--- config.mk ---
export PLATFORM = sky130hd
export DESIGN_NAME = alu_seq_flat
export DESIGN_NICKNAME = d
export VERILOG_FILES = /design/src/rtl/alu_pkg.sv /design/src/rtl/alu_seq_if.sv /design/src/rtl/alu_iter_unit.sv /design/src/rtl/alu_seq.sv /design/src/flat_wrapper.sv
export SDC_FILE = /design/constraint.sdc
export NUM_CORES = 1
export LEC_CHECK = 0
export CORE_MARGIN = 1
export CORE_UTILIZATION = 40
export DETAILED_ROUTE_END_ITERATION = 10
export GPL_TIMING_DRIVEN = 0
export SETUP_SLACK_MARGIN = 0.2
export SYNTH_ARGS = -nofsm -noshare
export SYNTH_HDL_FRONTEND = slang
export SYNTH_SLANG_ARGS = --single-unit
--- constraint.sdc ---
create_clock -name Clock -period 6.35 [get_ports Clock]
set_clock_uncertainty 0.1 [all_clocks]
set_input_delay 1.5875 -clock Clock [delete_from_list [all_inputs] [get_ports Clock]]
set_output_delay 1.5875 -clock Clock [all_outputs]
set_load 0.01 [all_outputs]
--- src/rtl/alu_pkg.sv ---
// Shared opcodes, FSM state and iteration-kind types for the sequential ALU (alu_seq).
package alu_pkg;

  localparam logic [3:0] OP_ADD = 4'b0000;
  localparam logic [3:0] OP_SUB = 4'b0001;
  localparam logic [3:0] OP_OR  = 4'b0010;
  localparam logic [3:0] OP_SLT = 4'b0011;
  localparam logic [3:0] OP_SLL = 4'b0100;
  localparam logic [3:0] OP_SRL = 4'b0101;
  localparam logic [3:0] OP_SRA = 4'b0110;
  localparam logic [3:0] OP_MUL = 4'b0111;
  localparam logic [3:0] OP_AND = 4'b1000;
  localparam logic [3:0] OP_XOR = 4'b1001;

  typedef enum logic [1:0] {S_IDLE, S_ITER, S_DONE} state_t;

  typedef enum logic [1:0] {IT_SLL, IT_SRL, IT_SRA, IT_MUL} iter_kind_t;

endpackage

--- src/rtl/alu_seq_if.sv ---
// Operand/result bundle between the datapath controller (master) and alu_seq (slave).
interface alu_seq_if #(
  parameter int WIDTH = 16
);
  // Start is sampled only while Busy=0; once taken, Busy stays high until the
  // op retires and Done pulses for one cycle with G and the flags valid.
  logic             Start;
  logic [3:0]       aluSignal;
  logic [WIDTH-1:0] A;
  logic [WIDTH-1:0] BusWires;
  logic [WIDTH-1:0] G;
  logic             Busy;
  logic             Done;
  logic             Zero;
  logic             Cout;
  logic             Illegal;
  alu_pkg::state_t  dbg_state;

  modport master (
    output Start, aluSignal, A, BusWires,
    input  G, Busy, Done, Zero, Cout, Illegal, dbg_state
  );

  modport slave (
    input  Start, aluSignal, A, BusWires,
    output G, Busy, Done, Zero, Cout, Illegal, dbg_state
  );
endinterface

--- src/rtl/alu_iter_unit.sv ---
// Iterative shifter (1 bit/step) and, with ALU_MUL_EN, a shift-add multiplier.
module alu_iter_unit import alu_pkg::*; #(
  parameter int WIDTH = 16,
  parameter int CW    = 5
) (
  input  logic             clk,
  input  logic             rst_n,
  input  logic             load,
  input  logic             step,
  input  iter_kind_t       kind_in,
  input  logic [WIDTH-1:0] a_in,
  input  logic [WIDTH-1:0] b_in,
  input  logic [CW-1:0]    cnt_in,
  output logic             last,
  output logic [WIDTH-1:0] result
);
  iter_kind_t       kind_q, kind_d;
  logic [WIDTH-1:0] acc_q, acc_d;
  logic [CW-1:0]    cnt_q, cnt_d;
`ifdef ALU_MUL_EN
  logic [WIDTH-1:0] mcand_q, mcand_d, mplier_q, mplier_d;
`else
  logic unused_b;
  assign unused_b = ^b_in;
`endif

  always_comb begin
    kind_d = kind_q;
    acc_d  = acc_q;
    cnt_d  = cnt_q;
`ifdef ALU_MUL_EN
    mcand_d  = mcand_q;
    mplier_d = mplier_q;
`endif
    if (load) begin
      kind_d = kind_in;
      cnt_d  = cnt_in;
      acc_d  = a_in;
`ifdef ALU_MUL_EN
      mcand_d  = a_in;
      mplier_d = b_in;
      if (kind_in == IT_MUL) acc_d = '0;
`endif
    end else if (step) begin
      cnt_d = cnt_q - 1'b1;
      case (kind_q)
        IT_SLL:  acc_d = {acc_q[WIDTH-2:0], 1'b0};
        IT_SRL:  acc_d = {1'b0, acc_q[WIDTH-1:1]};
        IT_SRA:  acc_d = {acc_q[WIDTH-1], acc_q[WIDTH-1:1]};
        default: begin
`ifdef ALU_MUL_EN
          // Product bits above WIDTH are dropped as they shift out of mcand.
          if (mplier_q[0]) acc_d = acc_q + mcand_q;
          mcand_d  = {mcand_q[WIDTH-2:0], 1'b0};
          mplier_d = {1'b0, mplier_q[WIDTH-1:1]};
`endif
        end
      endcase
    end
  end

  always_ff @(posedge clk or negedge rst_n) begin
    if (!rst_n) begin
      kind_q <= IT_SLL;
      acc_q  <= '0;
      cnt_q  <= '0;
`ifdef ALU_MUL_EN
      mcand_q  <= '0;
      mplier_q <= '0;
`endif
    end else begin
      kind_q <= kind_d;
      acc_q  <= acc_d;
      cnt_q  <= cnt_d;
`ifdef ALU_MUL_EN
      mcand_q  <= mcand_d;
      mplier_q <= mplier_d;
`endif
    end
  end

  assign last   = (cnt_q == CW'(1));
  assign result = acc_q;

endmodule

--- src/rtl/alu_seq.sv ---
// Multi-cycle ALU with Start/Busy/Done handshake; define ALU_MUL_EN to build the
// iterative multiplier (otherwise opcode 0111 is illegal).
module alu_seq import alu_pkg::*; #(
  parameter int WIDTH = 16
) (
  input logic      Clock,
  input logic      Resetn,
  alu_seq_if.slave bus
);
  localparam int SHW = $clog2(WIDTH);
  localparam int CW  = SHW + 1;

  state_t           state_q, state_d;
  logic [3:0]       op_q, op_d;
  logic [WIDTH-1:0] a_q, a_d, b_q, b_d, g_q, g_d;
  logic             zero_q, zero_d, cout_q, cout_d, ill_q, ill_d, done_q, done_d;

  logic             is_shift, is_iter, it_load, it_step, it_last;
  iter_kind_t       it_kind;
  logic [CW-1:0]    shamt, it_cnt;
  logic [WIDTH-1:0] it_result, res;
  logic             res_cout, res_ill;

  always_comb begin : decode
    is_shift = (bus.aluSignal == OP_SLL) || (bus.aluSignal == OP_SRL) ||
               (bus.aluSignal == OP_SRA);
    case (bus.aluSignal)
      OP_SRL:  it_kind = IT_SRL;
      OP_SRA:  it_kind = IT_SRA;
      OP_MUL:  it_kind = IT_MUL;
      default: it_kind = IT_SLL;
    endcase
    // Full bus is the shift amount; anything >= WIDTH saturates to WIDTH steps.
    shamt = (bus.BusWires >= WIDTH'(WIDTH)) ? CW'(WIDTH) : bus.BusWires[CW-1:0];
`ifdef ALU_MUL_EN
    is_iter = is_shift || (bus.aluSignal == OP_MUL);
    it_cnt  = (bus.aluSignal == OP_MUL) ? CW'(WIDTH) : shamt;
`else
    is_iter = is_shift;
    it_cnt  = shamt;
`endif
    it_load = (state_q == S_IDLE) && bus.Start && is_iter;
  end

  alu_iter_unit #(.WIDTH(WIDTH), .CW(CW)) u_iter (
    .clk     (Clock),
    .rst_n   (Resetn),
    .load    (it_load),
    .step    (it_step),
    .kind_in (it_kind),
    .a_in    (bus.A),
    .b_in    (bus.BusWires),
    .cnt_in  (it_cnt),
    .last    (it_last),
    .result  (it_result)
  );

  always_comb begin : execute
    res      = g_q;
    res_cout = 1'b0;
    res_ill  = 1'b0;
    case (op_q)
      OP_ADD: {res_cout, res} = {1'b0, a_q} + {1'b0, b_q};
      OP_SUB: begin
        res      = a_q - b_q;
        res_cout = (a_q < b_q);
      end
      OP_OR:  res = a_q | b_q;
      OP_SLT: res = {{(WIDTH-1){1'b0}}, ($signed(a_q) < $signed(b_q))};
      OP_SLL, OP_SRL, OP_SRA: res = it_result;
`ifdef ALU_MUL_EN
      OP_MUL: res = it_result;
`endif
      OP_AND: res = a_q & b_q;
      OP_XOR: res = a_q ^ b_q;
      default: res_ill = 1'b1;
    endcase
  end

  always_comb begin : next_state
    state_d = state_q;
    op_d    = op_q;
    a_d     = a_q;
    b_d     = b_q;
    g_d     = g_q;
    zero_d  = zero_q;
    cout_d  = cout_q;
    ill_d   = ill_q;
    done_d  = 1'b0;
    it_step = 1'b0;
    case (state_q)
      S_IDLE: if (bus.Start) begin
        op_d    = bus.aluSignal;
        a_d     = bus.A;
        b_d     = bus.BusWires;
        // A zero-length shift has nothing to iterate and retires like a 1-cycle op.
        state_d = (it_load && (it_cnt != '0)) ? S_ITER : S_DONE;
      end
      S_ITER: begin
        it_step = 1'b1;
        if (it_last) state_d = S_DONE;
      end
      S_DONE: begin
        done_d  = 1'b1;
        state_d = S_IDLE;
        cout_d  = res_cout;
        ill_d   = res_ill;
        if (!res_ill) begin
          g_d    = res;
          zero_d = (res == '0);
        end
      end
      default: state_d = S_IDLE;
    endcase
  end

  always_ff @(posedge Clock or negedge Resetn) begin
    if (!Resetn) begin
      state_q <= S_IDLE;
      op_q    <= '0;
      a_q     <= '0;
      b_q     <= '0;
      g_q     <= '0;
      zero_q  <= 1'b1;
      cout_q  <= 1'b0;
      ill_q   <= 1'b0;
      done_q  <= 1'b0;
    end else begin
      state_q <= state_d;
      op_q    <= op_d;
      a_q     <= a_d;
      b_q     <= b_d;
      g_q     <= g_d;
      zero_q  <= zero_d;
      cout_q  <= cout_d;
      ill_q   <= ill_d;
      done_q  <= done_d;
    end
  end

  assign bus.G         = g_q;
  assign bus.Busy      = (state_q != S_IDLE);
  assign bus.Done      = done_q;
  assign bus.Zero      = zero_q;
  assign bus.Cout      = cout_q;
  assign bus.Illegal   = ill_q;
  assign bus.dbg_state = state_q;

endmodule

--- src/flat_wrapper.sv ---
// flat-port wrapper written by rule: the top's interface ports become plain ports
module alu_seq_flat import alu_pkg::*;
#(
  parameter int WIDTH = 16
)
  (Clock, Resetn, bus_Start, bus_aluSignal, bus_A, bus_BusWires, bus_G, bus_Busy, bus_Done, bus_Zero, bus_Cout, bus_Illegal, bus_dbg_state);
  alu_seq_if #(.WIDTH(WIDTH)) bus_i ();
  input logic Clock;
  input logic Resetn;
  input wire logic [$bits(bus_i.Start)-1:0] bus_Start;
  input wire logic [$bits(bus_i.aluSignal)-1:0] bus_aluSignal;
  input wire logic [$bits(bus_i.A)-1:0] bus_A;
  input wire logic [$bits(bus_i.BusWires)-1:0] bus_BusWires;
  output wire logic [$bits(bus_i.G)-1:0] bus_G;
  output wire logic [$bits(bus_i.Busy)-1:0] bus_Busy;
  output wire logic [$bits(bus_i.Done)-1:0] bus_Done;
  output wire logic [$bits(bus_i.Zero)-1:0] bus_Zero;
  output wire logic [$bits(bus_i.Cout)-1:0] bus_Cout;
  output wire logic [$bits(bus_i.Illegal)-1:0] bus_Illegal;
  output wire logic [$bits(bus_i.dbg_state)-1:0] bus_dbg_state;
  assign bus_i.Start = bus_Start;
  assign bus_i.aluSignal = bus_aluSignal;
  assign bus_i.A = bus_A;
  assign bus_i.BusWires = bus_BusWires;
  assign bus_G = bus_i.G;
  assign bus_Busy = bus_i.Busy;
  assign bus_Done = bus_i.Done;
  assign bus_Zero = bus_i.Zero;
  assign bus_Cout = bus_i.Cout;
  assign bus_Illegal = bus_i.Illegal;
  assign bus_dbg_state = bus_i.dbg_state;
  alu_seq #(.WIDTH(WIDTH)) u_core (.Clock(Clock), .Resetn(Resetn), .bus(bus_i));
endmodule
# Yosys cells after proc, flatten, opt, wreduce, memory -nomap -nowiden

Index checks and enable logic that the tools add are counted.

Bits in registers: 81
Word-level logic and storage cells: 79
Output and inout bits: 23
Input bits: 39

$lt $le $gt $ge: 3
Reductions and logical operators: 21
$add $sub $neg: 3
Eq/ne operators: 20
Muxes and demuxes: 16
Bitwise logic cells: 3

Operators with widths:

| kind                  | number |
|---|---|
| $pmux W16 S7          | 1 |
| $pmux W16 S3          | 1 |
| $lt A16 B16 Y1        | 2 |
| $mux W16              | 2 |
| $eq A4 B3 Y1 const B  | 7 |
| $add A16 B16 Y17      | 1 |
| $and A16 B16 Y16      | 1 |
| $ge A16 B5 Y1 const B | 1 |
| $logic_not A16 Y1     | 1 |
| $or A16 B16 Y16       | 1 |
| $sub A16 B16 Y16      | 1 |
| $xor A16 B16 Y16      | 1 |
| $mux W5               | 3 |
| $reduce_or A9 Y1      | 1 |
| $eq A4 B2 Y1 const B  | 2 |
| $eq A4 B4 Y1 const B  | 2 |
| $reduce_and A2 Y1     | 4 |
| $mux W2               | 3 |
| $pmux W2 S3           | 1 |
| $eq A5 B1 Y1 const B  | 1 |
| $reduce_bool A5 Y1    | 1 |
| $sub A5 B1 Y5 const B | 1 |
| $eq A2 B1 Y1 const B  | 2 |
| $eq A2 B2 Y1 const B  | 2 |
| 15 further kinds      | 23 |

# Depth between registers and ports, before layout

Depth after elaboration: 8
Gate-level depth with buffers: 14
Gate-level depth less buffers: 14

# Modules after synthesis

A second synthesis with hierarchy kept.

Cell total of the unflattened synthesis: 824
Area total of the unflattened synthesis: 6,750.2 um^2

Modules (own cells, without submodules):

| module        | area each (um^2) | cells each | instances |
|---|---|---|---|
| alu_seq       | 5,385.2          | 684        | 1 |
| alu_iter_unit | 1,365.1          | 140        | 1 |

# Least setup slack after synthesis

No wires, ideal clock.

Path kind: reg-to-reg
From: register u_core.a_q[0]
To: register u_core.zero_q, in the netlist u_core.bus.Zero
Path buffers: 0
Period minus slack after synthesis: 3.134 ns
Arrival time: 2.974 ns
Slack: 3.216 ns
Required time: 6.190 ns
Stages on the path, launching flop included: 15
Library setup time: 0.060 ns
Cells stage by stage: dfrtp_1 inv_1 ha_1 inv_1 fa_1 nor2b_1 o211ai_2 a211oi_2 o41ai_2 o22ai_1 nor2_1 o221ai_1 or3_1 o31ai_1 o211a_1

Word-level cells in the longest chain between the ends: 3
Elaborated cells between the ends (all ways): 8
Classes of those cells: add/sub (2); order compare (1); mux (1); bitwise (3); reduce/logical (1)

RTL lines:

| item                                           | RTL line       | source |
|---|---|---|
| start, declared                                | alu_seq.sv:15  | `logic [WIDTH-1:0] a_q, a_d, b_q, b_d, g_q, g_d;` |
| start signal, assigned                         | alu_seq.sv:121 | `a_q <= '0;` |
| start signal, assigned                         | alu_seq.sv:131 | `a_q <= a_d;` |
| $sub A16 B16 Y16, or another cell as far along | alu_seq.sv:65  | `res = a_q - b_q;` |
| $pmux W16 S7 (*)                               | alu_seq.sv:62  | `case (op_q)` |
| $logic_not A16 Y1 (*)                          | alu_seq.sv:110 | `zero_d = (res == '0);` |
| end signal, assigned                           | alu_seq.sv:134 | `zero_q <= zero_d;` |
| end, declared                                  | alu_seq.sv:16  | `logic zero_q, zero_d, cout_q, cout_d, ill_q, ill_d, done_q, done_d;` |

Mark *: on every way between the ends. The rest lies on a longest branch, timed or not.
A chain may end at the register's enable or synchronous reset.

# Worst setup path after layout

From: register u_core.a_q[3]
To: register u_core.zero_q, in the netlist u_core.bus.Zero

Same word-level chain as after synthesis.

==> results.sh <==
export IMPL_status="finished with violations"
export IMPL_violations="capacitance limit"
export IMPL_start_util_pct=40.7
export IMPL_drv_slew=0
export IMPL_peakVddDrop_mv=0.225
export IMPL_critical_path_arrival_ps=4050
export IMPL_maxCapViolCount=1
export IMPL_row_count=47
export IMPL_syn_avg_cell_area_um2=8.00
export IMPL_hpwlAfterDp_mm=17.9
export IMPL_yosysMostFrequentCell="nand2_1"
export IMPL_grt_total_usage_pct=27.3
export IMPL_setup_tns_ps=0
export IMPL_first_pass_iters=5
export IMPL_nFillCells=1635
export IMPL_cts_sinks=81
export IMPL_clock_fmax_mhz=260
export IMPL_synth_seq_cells=81
export IMPL_reg2reg_depth=12
export IMPL_synth_top_cell_area_share_pct=29.8
export IMPL_die_h_um=132
export IMPL_cts_resized=0
export IMPL_max_slew_margin_pct=1.84
export IMPL_dp_slack_ps=2300
export IMPL_core_area_um2=16500
export IMPL_holdPathEnd="u_core.bus.G[8]$_DFFE_PN0P_"
export IMPL_cts_buffers=9
export IMPL_syn_to_final_growth_pct=18.2
export IMPL_drc_errors=0
export IMPL_io_pins=62
export IMPL_cp_max_fo=9
export IMPL_critical_path_class="register to register"
export IMPL_setup_viol=0
export IMPL_vias=6653
export IMPL_drive_above_1_share_pct=7.62
export IMPL_clkTransAtPathRegs_ps=70
export IMPL_synthTopCellsByCount="nand2_1 (112), o21ai_0 (102), dfrtp_1 (80)"
export IMPL_layout_setup_ws_ps=2510
export IMPL_cts_tree="done"
export IMPL_end_kind="register"
export IMPL_die_w_um=132
export IMPL_hold_viol_final=0
export IMPL_grt_first_pass_wirelength_mm=36.3
export IMPL_ys_flop_type="dfrtp_1"
export IMPL_clk_latency_ps=360
export IMPL_synthCells=841
export IMPL_min_path_type="register to register"
export IMPL_rsz0062_at_grt="false"
export IMPL_synth_nets=940
export IMPL_stdcell_area_um2=7950
export IMPL_pwr_density_cell_nw_per_um2=629
export IMPL_p_leak_uw=0.00330
export IMPL_htreeDepth=3
export IMPL_port_buffers=61
export IMPL_synth_edff_count=0
export IMPL_grt_antenna_before_repair=0
export IMPL_layout_min_cycle_time_ps=3840
export IMPL_grt_pass1_vias=6397
export IMPL_ys_types=81
export IMPL_ant_nets=0
export IMPL_tightest_slew_ps=1460
export IMPL_rrSetupSlack_ps=2510
export IMPL_timing_rr_end="u_core.bus.Zero$_DFFE_PN1P_"
export IMPL_hold_start="u_core.bus.G[8]$_DFFE_PN0P_"
export IMPL_routedWlPerCell_um=20.3
export IMPL_ys_seq_area_share_pct=30.2
export IMPL_drt_iter0_drc=647
export IMPL_synth_area_um2=6730
export IMPL_wl_mm=23.1
export IMPL_grt_max_degree=55
export IMPL_holdBufCountCts=0
export IMPL_r2r_start="u_core.a_q[3]$_DFFE_PN0P_"
export IMPL_yosys_warnings=0
export IMPL_fin_crit_sh_pct=60.5
export IMPL_worstHoldPathCells=2
export IMPL_viasPerCell=5.84
export IMPL_required_ps=6560
export IMPL_post_cts_buffers=0
export IMPL_holdWs_ps=394
export IMPL_dpl_cell_area_um2=7640
export IMPL_fp_dieArea_um2=17300
export IMPL_grt_overflow_total=0
export IMPL_root_buffer="clkbuf_16"
export IMPL_netlist_top_cells_area="dfrtp_1 (30%), ha_1 (11%), o21ai_0 (7.6%)"
export IMPL_clockBufferDepth=2
export IMPL_postSynth_asyncResetShare_pct=100
export IMPL_diodes=0
export IMPL_nNetsFinal=1013
export IMPL_synth_top_area_cell="dfrtp_1"
export IMPL_critPathLaunchType="register"
export IMPL_place_congestion=0.957
layout by cell type, fill, tap and decap left out, types with 11 or more instances in the layout:
cell             instances
buf_2                   13
a21oi_1                 60
nor2_1                  43
dfrtp_1                 80
mux2_2                  11
nand2_1                112
o21ai_0                102
ha_1                    58
clkbuf_1                31
nand3_1                 14
inv_1                   55
nor2b_1                 22
clkdlybuf4s50_1         60
nor3_1                  25
registers in the layout, indices dropped and copies added, names as in the netlist, 2 cells and up:
| register | flops |
|---|---|
| u_core.u_iter.result | 16 |
| u_core.op_q | 4 |
| u_core.u_iter.cnt_q | 5 |
| u_core.u_iter.kind_q | 2 |
| u_core.bus.G | 16 |
| u_core.a_q | 16 |
| u_core.b_q | 16 |
| u_core.bus.dbg_state | 2 |
per-layer routing:
layer / vias to the layer above / GRT usage [%] / wire length, µm
li1: 3136 / - / -
met1: 3169 / 36.6 / 10100
met2: 290 / 42.7 / 10300
met3: 58 / 4.63 / 1710
met4: 0 / 13.0 / 936
met5: - / 0 / 0
worst max path at each step:
| stage | startpoint | to | slack (ps) |
|---|---|---|---|
| 3_5_place_dp | bus_Start | u_core.u_iter.kind_q[0]$_DFFE_PN0P_ | 2300 |
| 3_3_place_gp | Resetn | u_core.b_q[14]$_DFFE_PN0P_ | 460 |
| 4_1_cts | u_core.a_q[3]$_DFFE_PN0P_ | u_core.bus.Zero$_DFFE_PN1P_ | 2610 |
| 5_1_grt | u_core.a_q[7]$_DFFE_PN0P_ | u_core.bus.Zero$_DFFE_PN1P_ | 2320 |
| 2_1_floorplan | u_core.a_q[0]$_DFFE_PN0P_ | u_core.bus.Zero$_DFFE_PN1P_ | 3220 |
| 6_report | u_core.a_q[3]$_DFFE_PN0P_ | u_core.bus.Zero$_DFFE_PN1P_ | 2510 |
stage by stage:
stage	total power [µW]	utilization, %	std cells
2_1_floorplan	3290	-	841
3_3_place_gp	4340	46.1	1122
3_5_place_dp	4360	46.2	1123
4_1_cts	4940	48.1	1139
5_1_grt	5380	48.1	1139
6_report	5010	48.1	1139
power breakdown:
| group | leakage, µW | internal (µW) | switching (µW) |
|---|---|---|---|
| clock network | 0.000148 | 328 | 232 |
| logic | 0.00218 | 1280 | 2140 |
| registers | 0.000974 | 769 | 258 |
layout make-up:
cell class | instances | area (µm²) | area share (%)
Buffer | 53 | 253 | 3.18
Clock buffer | 11 | 253 | 3.18
Clock inverter | 5 | 62.6 | 0.787
Inverter | 57 | 214 | 2.69
Multi-Input combinational cell | 650 | 4230 | 53.2
Sequential cell | 81 | 2030 | 25.5
Tap cell | 220 | 275 | 3.46
Timing Repair Buffer | 62 | 636 | 7.99
cells by family (layout without fill, tap and decap cells):
kind of cell | count (synthesis) | in the layout | share of synthesized area [%]
buf+inv | 110 | 188 | 6.94
flops | 81 | 81 | 30.2
compound gates | 282 | 282 | 27.0
simple gates | 283 | 283 | 20.7
xor+xnor | 6 | 6 | 0.781
mux | 19 | 19 | 3.05
fa+ha+maj | 60 | 60 | 11.4
critical path, cell delays in order (launching register included):
cell and delay (ps):
dfrtp_1 400, inv_1 70, ha_1 270, buf_2 180, inv_1 90, o31ai_1 440, a21oi_1 220, o41ai_1 750
a31oi_1 210, mux2i_1 190, o2111ai_1 240, a2111oi_2 450, o211a_1 180
(Power assumes the default switching activity.)
